--- src/rtl/riscy_pkg.sv ---
// Shared types and line levels for the processor IO-port serial transmitter.
package riscy_pkg;

    typedef enum logic [1:0] {
        IDLE  = 2'd0,
        START = 2'd1,
        DATA  = 2'd2,
        STOP  = 2'd3
    } tx_state_t;

    localparam logic TX_IDLE  = 1'b1;
    localparam logic TX_START = 1'b0;

endpackage

--- src/rtl/sync_fifo.sv ---
// Single-clock FIFO with registered FULL/EMPTY flags decoded from the next occupancy.
module sync_fifo #(
    parameter int unsigned DATA_SIZE  = 8,
    parameter int unsigned FIFO_DEPTH = 4
) (
    input  logic                          clk,
    input  logic                          rst_n,
    input  logic                          wr,
    input  logic [DATA_SIZE-1:0]          wr_data,
    input  logic                          rd,
    output logic [DATA_SIZE-1:0]          rd_data_c,
    output logic                          full,
    output logic                          empty,
    output logic [$clog2(FIFO_DEPTH):0]   count
);

    localparam int unsigned PTR_W = $clog2(FIFO_DEPTH);
    localparam int unsigned CNT_W = PTR_W + 1;

    logic [DATA_SIZE-1:0] mem_q [FIFO_DEPTH];
    logic [PTR_W-1:0]     wr_ptr_q;
    logic [PTR_W-1:0]     rd_ptr_q;
    logic [CNT_W-1:0]     count_d;
    logic                 wr_acc;
    logic                 rd_acc;

    // A write seen while full is dropped even if a pop frees a slot in the same cycle.
    assign wr_acc    = wr & ~full;
    assign rd_acc    = rd & ~empty;
    assign count_d   = count + CNT_W'(wr_acc) - CNT_W'(rd_acc);
    assign rd_data_c = mem_q[rd_ptr_q];

    always_ff @(posedge clk) begin
        if (wr_acc) begin
            mem_q[wr_ptr_q] <= wr_data;
        end
    end

    // Pointers wrap naturally because the depth is a power of two.
    always_ff @(posedge clk or negedge rst_n) begin
        if (!rst_n) begin
            wr_ptr_q <= '0;
            rd_ptr_q <= '0;
            count    <= '0;
            full     <= 1'b0;
            empty    <= 1'b1;
        end else begin
            if (wr_acc) begin
                wr_ptr_q <= wr_ptr_q + PTR_W'(1);
            end
            if (rd_acc) begin
                rd_ptr_q <= rd_ptr_q + PTR_W'(1);
            end
            count <= count_d;
            full  <= (count_d == CNT_W'(FIFO_DEPTH));
            empty <= (count_d == '0);
        end
    end

endmodule

--- src/rtl/port_uart_tx.sv ---
// Captures IO-port writes into a FIFO and shifts them out as 8N1 serial frames, LSB first.
module port_uart_tx
    import riscy_pkg::*;
#(
    parameter int unsigned DATA_SIZE  = 8,
    parameter int unsigned FIFO_DEPTH = 4,
    parameter int unsigned CLK_DIV    = 16
) (
    input  logic                 CLK,
    input  logic                 RST,
    input  logic [DATA_SIZE-1:0] PORT_DATA,
    input  logic                 PORT_WR,
    input  logic                 CLR_OVF,
    output logic                 TX,
    output logic                 FULL,
    output logic                 EMPTY,
    output logic                 BUSY,
    output logic                 OVF
);

    localparam int unsigned BAUD_W = $clog2(CLK_DIV);
    localparam int unsigned BIT_W  = (DATA_SIZE > 1) ? $clog2(DATA_SIZE) : 1;
    localparam int unsigned CNT_W  = $clog2(FIFO_DEPTH) + 1;

    localparam logic [BAUD_W-1:0] BAUD_LAST = BAUD_W'(CLK_DIV - 1);
    localparam logic [BIT_W-1:0]  BIT_LAST  = BIT_W'(DATA_SIZE - 1);

    tx_state_t            state_q, state_d;
    logic [BAUD_W-1:0]    baud_q, baud_d;
    logic [BIT_W-1:0]     bit_q, bit_d;
    logic [DATA_SIZE-1:0] shift_q, shift_d;
    logic                 tx_q, tx_d;
    logic                 busy_q;
    logic                 ovf_q, ovf_d;
    logic                 pop_c;
    logic [DATA_SIZE-1:0] head_c;
    logic [CNT_W-1:0]     fifo_count;

    sync_fifo #(
        .DATA_SIZE  (DATA_SIZE),
        .FIFO_DEPTH (FIFO_DEPTH)
    ) u_fifo (
        .clk       (CLK),
        .rst_n     (RST),
        .wr        (PORT_WR),
        .wr_data   (PORT_DATA),
        .rd        (pop_c),
        .rd_data_c (head_c),
        .full      (FULL),
        .empty     (EMPTY),
        .count     (fifo_count)
    );

    // Next-state logic; TX is computed one cycle ahead so the line comes straight from a flop.
    always_comb begin
        state_d = state_q;
        baud_d  = baud_q;
        bit_d   = bit_q;
        shift_d = shift_q;
        tx_d    = tx_q;
        pop_c   = 1'b0;
        case (state_q)
            IDLE: begin
                tx_d = TX_IDLE;
                if (!EMPTY) begin
                    pop_c   = 1'b1;
                    shift_d = head_c;
                    baud_d  = BAUD_LAST;
                    tx_d    = TX_START;
                    state_d = START;
                end
            end
            START: begin
                if (baud_q == '0) begin
                    baud_d  = BAUD_LAST;
                    bit_d   = '0;
                    tx_d    = shift_q[0];
                    state_d = DATA;
                end else begin
                    baud_d = baud_q - BAUD_W'(1);
                end
            end
            DATA: begin
                if (baud_q == '0) begin
                    baud_d = BAUD_LAST;
                    if (bit_q == BIT_LAST) begin
                        tx_d    = TX_IDLE;
                        state_d = STOP;
                    end else begin
                        shift_d = shift_q >> 1;
                        bit_d   = bit_q + BIT_W'(1);
                        tx_d    = shift_d[0];
                    end
                end else begin
                    baud_d = baud_q - BAUD_W'(1);
                end
            end
            STOP: begin
                if (baud_q == '0) begin
                    // Chain straight into the next start bit when more data is waiting.
                    if (!EMPTY) begin
                        pop_c   = 1'b1;
                        shift_d = head_c;
                        baud_d  = BAUD_LAST;
                        tx_d    = TX_START;
                        state_d = START;
                    end else begin
                        tx_d    = TX_IDLE;
                        state_d = IDLE;
                    end
                end else begin
                    baud_d = baud_q - BAUD_W'(1);
                end
            end
            default: begin
                tx_d    = TX_IDLE;
                state_d = IDLE;
            end
        endcase
    end

    // Sticky overflow; a dropped write beats a same-cycle clear.
    always_comb begin
        ovf_d = ovf_q;
        if (PORT_WR && FULL) begin
            ovf_d = 1'b1;
        end else if (CLR_OVF) begin
            ovf_d = 1'b0;
        end
    end

    always_ff @(posedge CLK or negedge RST) begin
        if (!RST) begin
            state_q <= IDLE;
            baud_q  <= '0;
            bit_q   <= '0;
            shift_q <= '0;
            tx_q    <= TX_IDLE;
            busy_q  <= 1'b0;
            ovf_q   <= 1'b0;
        end else begin
            state_q <= state_d;
            baud_q  <= baud_d;
            bit_q   <= bit_d;
            shift_q <= shift_d;
            tx_q    <= tx_d;
            busy_q  <= (state_d != IDLE);
            ovf_q   <= ovf_d;
        end
    end

    assign TX   = tx_q;
    assign BUSY = busy_q;
    assign OVF  = ovf_q;

    // FIFO occupancy never exceeds its depth.
    a_count_bound: assert property (@(posedge CLK) disable iff (!RST)
        fifo_count <= CNT_W'(FIFO_DEPTH));

endmodule

--- config.mk ---
export PLATFORM = sky130hd
export DESIGN_NAME = port_uart_tx
export DESIGN_NICKNAME = d
export VERILOG_FILES = /design/src/rtl/riscy_pkg.sv /design/src/rtl/sync_fifo.sv /design/src/rtl/port_uart_tx.sv
export SDC_FILE = /design/constraint.sdc
export NUM_CORES = 1
export LEC_CHECK = 0
export ABC_AREA = 0
export CORE_ASPECT_RATIO = 0.8
export CORE_MARGIN = 1.5
export CORE_UTILIZATION = 50
export CTS_CLUSTER_SIZE = 12
export DETAILED_ROUTE_END_ITERATION = 12
export PLACE_DENSITY_LB_ADDON = 0.05
export RECOVER_POWER = 100
export SETUP_SLACK_MARGIN = 0.4
export SYNTH_ARGS = -nofsm -noshare
export SYNTH_HDL_FRONTEND = slang
export SYNTH_HIERARCHICAL = 1
export SYNTH_SLANG_ARGS = --single-unit
--- constraint.sdc ---
create_clock -name CLK -period 4.1 [get_ports CLK]
set_input_delay 0.41 -clock CLK [delete_from_list [all_inputs] [get_ports CLK]]
set_output_delay 0.41 -clock CLK [all_outputs]
set_load 0.1 [all_outputs]
==> results of run 1 <==
[cells in the final DEF, fill, tap and decap left out, types with 3 or more instances in the layout]
cell / n
nand2_1: 10
clkbuf_8: 9
inv_1: 14
o31ai_1: 4
mux2_1: 7
dlygate4sd3_1: 15
nor3_1: 4
a21oi_1: 4
edfxtp_1: 32
ha_1: 14
dfrtp_1: 27
and2_0: 4
nand3_1: 3
nor2_1: 3
inv_6: 3
mux2_2: 8
mux4_2: 8
o21ai_0: 12
[worst paths after layout]
check	cells after the start	startpoint	end
min reg2reg	2	TX	TX
max	13	baud_q[0]	u_fifo/full
max in group asynchronous	2	RST	u_fifo/rd_ptr_q[0]
min	2	TX	TX
min in group asynchronous	2	RST	state_q[0]
max reg2reg	13	baud_q[0]	u_fifo/full
[cells in the mapped netlist (all sizes together) (2+ instances only)]
| master | number | share of area [%] |
|---|---|---|
| dfstp | 2 | 1.8 |
| a21oi | 4 | 0.69 |
| a211oi | 2 | 0.95 |
| o21ba | 2 | 0.69 |
| xnor2 | 2 | 0.61 |
| buf | 8 | 2.3 |
| mux2 | 15 | 6.8 |
| ha | 14 | 6.1 |
| nand2 | 10 | 1.3 |
| nor3b | 2 | 0.69 |
| o31ai | 4 | 1.0 |
| nor4b | 2 | 0.61 |
| inv | 14 | 1.8 |
| dfrtp | 27 | 23 |
| o21ai | 12 | 2.1 |
| edfxtp | 32 | 33 |
| nor2 | 3 | 0.39 |
| and2 | 5 | 1.1 |
| nor3 | 4 | 0.69 |
| nand2b | 2 | 0.43 |
| mux4 | 8 | 6.2 |
| o22a | 2 | 0.61 |
| xor2 | 2 | 0.61 |
| nand3 | 3 | 0.52 |
[worst register-to-register path, delay by kind of cell, from the launching register on]
| family | cells | cell delay [ps] |
|---|---|---|
| AOI/OAI and AO/OA | 1 | 140 |
| adders and majority gates | 4 | 990 |
| and+or+nand+nor | 4 | 1000 |
| buffers and inverters | 3 | 180 |
| DFF | 1 | 420 |
| xor gates and xnor gates | 1 | 420 |
[metrics by stage]
step / hold WS, ps / setup slack, ps / instance area (um2) / util, % / power, mW
after floorplan: 114 / 1240 / 2890 / - / 1.86
after global placement: 475 / 1050 / 3080 / 56.1 / 2.01
after detailed placement: 487 / 906 / 3080 / 56.1 / 2.05
after CTS: 453 / 875 / 3280 / 59.8 / 2.61
after global routing: 516 / 567 / 3230 / 58.8 / 2.65
final: 493 / 840 / 3230 / 58.8 / 2.49
[flip-flops by register name (all words and copies together), names as in the netlist]
signal / cells
TX: 1
baud_q: 4
bit_q: 3
BUSY: 1
u_fifo/count: 3
u_fifo/mem_q: 32
u_fifo/wr_ptr_q: 2
OVF: 1
u_fifo/rd_ptr_q: 2
u_fifo/full: 1
shift_q: 8
state_q: 2
u_fifo/empty: 1
[kinds of logic after synthesis]
logic type                 Yosys count  share of synthesized area, %
DFF                                 61                          58.5
and+or+nand+nor                     36                          6.98
xor gates and xnor gates             5                          2.04
adders and majority gates           15                          6.76
buffers and inverters               23                          4.29
muxes                               24                          13.4
AOI/OAI and AO/OA                   32                          8.06
[metal layers]
layer  track usage, %  vias up  routed length (um)
met2             27.0       21                2300
met5                0        -                   0
met3             6.88        7                 183
met4             5.29        0                  46
li1                 -      755                   -
met1             23.4      803                2250
[power by group]
part	internal (mW)	switching [mW]	leakage, nW
Clock	0.290	0.258	0.103
Combinational	0.429	0.503	0.514
Sequential	0.851	0.158	0.641
[area by class of cell]
class	count	area share [%]
tap	78	3.02
sequential	61	52.3
timing repair buffer	17	5.07
multi-input combinational	112	31.7
clock inverter	7	2.48
inverter	14	1.63
clock buffer	9	3.83
==> results.cfg, run 1 <==
[placed_design]
hpwl_um = 3210
dp.cells = 282
portBuffers = 16
place_congestion = 0.767

[sta]
period_share_pct = 79.5
setup_viol = 0
rsz0062_at_grt = false
tns_ps = 0
worstMarginPinSlew_ps = 1570
slew_viol_final = 30
finalCriticalPeriod_ps = 3260
hold_violations = 0
slew_headroom_pct = -4.66
fmax_ghz = 0.307
finClkSkew_ps = 10.2

[drt]
drt_pre_antenna_iters = 4
route.detailed.drc = 0
wl_per_cell_um = 16.0
dr.first_iter.drc_count = 80
routed-via-count = 1586
via_per_inst = 5.32
routed_wl_um = 4780
ant_nets = 0

[synthesis]
synth_area_um2 = 2890
synth-seq-cells = 61
seq_area_frac_synth_pct = 58.5
synth_nets = 223
synth_flop_cell = edfxtp_1
synth-async-reset-ratio_pct = 47.5
synth_warnings = 6
syn_area_per_cell_um2 = 14.7
synth_cell_types = 46
syn_inst = 196
synth_edf_count = 32

[clock_tree]
cts_max_path_buffers = 2
path_clk_slew_ps = 80
clk_latency_ps = 340
cts_buffers = 9
cts_root_buf = clkbuf_8
tritoncts = yes
cts_setup_buffers = 0
ctsResizeCount = 0
htreeDepth = 3
cts.sinks = 61
postCtsHoldBufs = 0

[worst_setup_path]
rrSetupSlack_ps = 840
cp-end-kind = register
critical_path_class = reg -> reg
crit_chain = inv_1 > ha_1 > nor3b_1 > a21oi_1 > nor3_1 > nor2b_1 > ha_1 > inv_1 > ha_1 > inv_1 > fa_1 > xor3_1 > nor3b_1
crit_slowest_cell = dfrtp_1
crit_family = simple AND/OR/NAND/NOR gates
cp_slowest_stage_delay_ps = 420
arrival_ps = 3510
worstPathRequired_ps = 4350
start_kind = register
crit_buf_inv = 3
path_max_fanout = 6

[outcome]
outcome = finished, violations left
violations = max-capacitance violations, max-slew violations

[power_and_ir_drop]
powerDensity_nw_per_um2 = 770
p_leak_nw = 1.26
ir_worst_vdd_v = 0.000506

[layout]
post_layout_nonfiller_instances = 298
fin_nets = 242
syn2layout_area_growth_pct = 11.9
n_fill_cell = 435
register_area_um2 = 1690
drive_above_1_share_pct = 16.4
multi_input_area_um2 = 1020
insertedDiodeCount = 0

[global_routing]
grt_overflow = 0
grt_pass1_wl_um = 8140
antenna_found_initial = 0
grt_max_degree = 30
gr-usage-all-layers_pct = 17.6
grt_pass1_vias = 1654

[die]
start_util_pct = 52.5
die_y_um = 71.0
std_cell_rows = 24
core_um2 = 5500
die_x_um = 88.0
num_io_pins = 17
die-area_um2 = 6240

[min_path]
hp-class = reg -> reg

[job]
maxCapViolations = 1
(Power assumes the default switching activity.)
==> run 2: changes to the inputs <==
==> constraint.sdc (replaced) <==
create_clock -name CLK -period 2.7 [get_ports CLK]
set_input_delay 0.27 -clock CLK [delete_from_list [all_inputs] [get_ports CLK]]
set_output_delay 0.27 -clock CLK [all_outputs]
set_load 0.1 [all_outputs]
==> results.cfg, run 2 (same netlist as run 1, synthesis figures left out) <==
[outcome]
outcome = finished clean

[sta]
fmax_ghz = 0.378
rsz0062_at_grt = true
period_share_pct = 98.0
hold_violations = 0
finClkSkew_ps = 8.36
slew_headroom_pct = 22.8
worstMarginPinSlew_ps = 1160
slew_viol_final = 0
setup_viol = 0
finalCriticalPeriod_ps = 2650
hold-worst-slack_ps = 306

[drt]
route.detailed.drc = 0
routed_wl_um = 5480
wl_per_cell_um = 16.7
dr.first_iter.drc_count = 104
via_per_inst = 5.28
ant_nets = 0
drt_pre_antenna_iters = 4
routed-via-count = 1732

[layout]
insertedDiodeCount = 0
drive_above_1_share_pct = 38.0
reg_top3 = u_fifo/mem_q x32, shift_q x8, baud_q x4
largest_reg_flops = 32
fin_nets = 272
postLayoutCoreUtil_pct = 66.3
syn2layout_area_growth_pct = 26.3
layout_commonest_cell = edfxtp_1
layout_common_cells = edfxtp_1 (32), dfrtp_1 (26), buf_4 (20), ha_1 (11)
largest-register = u_fifo/mem_q

[worst_setup_path]
arrival_ps = 2870
start_kind = register
crit_family = adder cells
cpMostUsedCell = inv_2
critical_path_class = reg -> reg
crit_buf_inv = 3
crit_chain = inv_2 > ha_4 > nor3b_4 > a21oi_2 > nor3_2 > nor2b_4 > ha_1 > inv_1 > ha_2 > inv_2 > fa_2 > xor3_2 > nor3b_2
cp-end-kind = register
path_max_fanout = 3
worstPathRequired_ps = 2930
crit_slowest_cell = dfrtp_1
cp_slowest_stage_delay_ps = 390

[placed_design]
place_congestion = 0.742
portBuffers = 16
hpwl_um = 3590

[global_routing]
grt_pass1_wl_um = 8690
antenna_found_initial = 0
gr-usage-all-layers_pct = 19.0
grt_overflow = 0
grt_pass1_vias = 1826
grt_max_degree = 15

[clock_tree]
cts_root_buf = clkbuf_8
cts_max_path_buffers = 2
clk_latency_ps = 340
tritoncts = yes
cts.sinks = 61
htreeDepth = 3
cts_buffers = 9
path_clk_slew_ps = 70
postCtsHoldBufs = 0

[min_path]
hp-class = in -> async

[die]
num_io_pins = 17
die_x_um = 88.0
die_y_um = 71.0
std_cell_rows = 24
core_um2 = 5500
start_util_pct = 52.5
die-area_um2 = 6240

[job]
maxCapViolations = 0

[power_and_ir_drop]
power.total_mw = 4.67
ir_worst_vdd_v = 0.000694
p_leak_nw = 1.45
powerDensity_nw_per_um2 = 1280
[run 2: cell types whose count changed in the layout (fill, tap and decap cells not counted), sizes merged, moves of 2 or more]
cell	before	now
buf	0	30
clkbuf	10	15
inv	18	15
bufinv	1	3
dlygate4sd3	15	9
[run 2: per-layer routing]
layer	share of wire, %	GRT usage, %	up-vias
li1	-	-	811
met1	44	24.3	860
met2	50	30.0	48
met3	4.3	6.65	13
met4	1.7	6.70	0
met5	0	0	-
[run 2: worst paths after layout]
check,from,end,slack (ps),cells past startpoint
max reg2reg,baud_q[1],u_fifo/full,50,13
max in group asynchronous,RST,shift_q[2],1500,2
max,baud_q[1],u_fifo/full,50,13
min in group CLK,TX,TX,490,2
min,RST,shift_q[7],310,1
min reg2reg,TX,TX,490,2
[run 2: worst reg2reg max path, cell delays in order, from the launching register on]
cell     delay, ps
dfrtp_1        390
inv_2           70
ha_4           130
nor3b_4        200
a21oi_2         80
nor3_2         210
nor2b_4        190
ha_1           230
inv_1           60
ha_2           160
inv_2           40
fa_2           340
xor3_2         260
nor3b_2        170
[run 2: power by group]
part / leakage [nW] / internal [mW] / total (mW) / switching (mW)
Combinational: 0.695 / 1.15 / 2.17 / 1.02
Sequential: 0.640 / 1.30 / 1.52 / 0.223
Clock: 0.116 / 0.617 / 0.982 / 0.365
[run 2: final cells by class]
type | count | area [um2]
Fill cell | 413 | 1850
Sequential cell | 61 | 1690
Multi-Input combinational cell | 112 | 1160
Timing Repair Buffer | 47 | 395
Clock buffer | 9 | 124
Clock inverter | 7 | 123
Tap cell | 78 | 97.6
Inverter | 14 | 52.6
[run 2: what timing repair did]
action / 4_1_cts / 5_1_grt
hold endpoints to repair: 0 / 0
pin swaps: 1 / 2
resized for setup: 5 / 19
endpoints found under the setup margin: 11 / 13
buffers inserted: 14 / 5
[run 2: per-stage QoR]
| stage | setup TNS, ps | area (um2) | setup slack, ps | instances |
|---|---|---|---|---|
| detailed placement | -73.2 | 3180 | -39.3 | 293 |
| floorplan | 0 | 2920 | 180 | 196 |
| CTS | 0 | 3550 | 126 | 323 |
| global placement | 0 | 3180 | 98.5 | 293 |
| finish | 0 | 3650 | 53.7 | 328 |
| global route | -59.1 | 3650 | -59.1 | 328 |
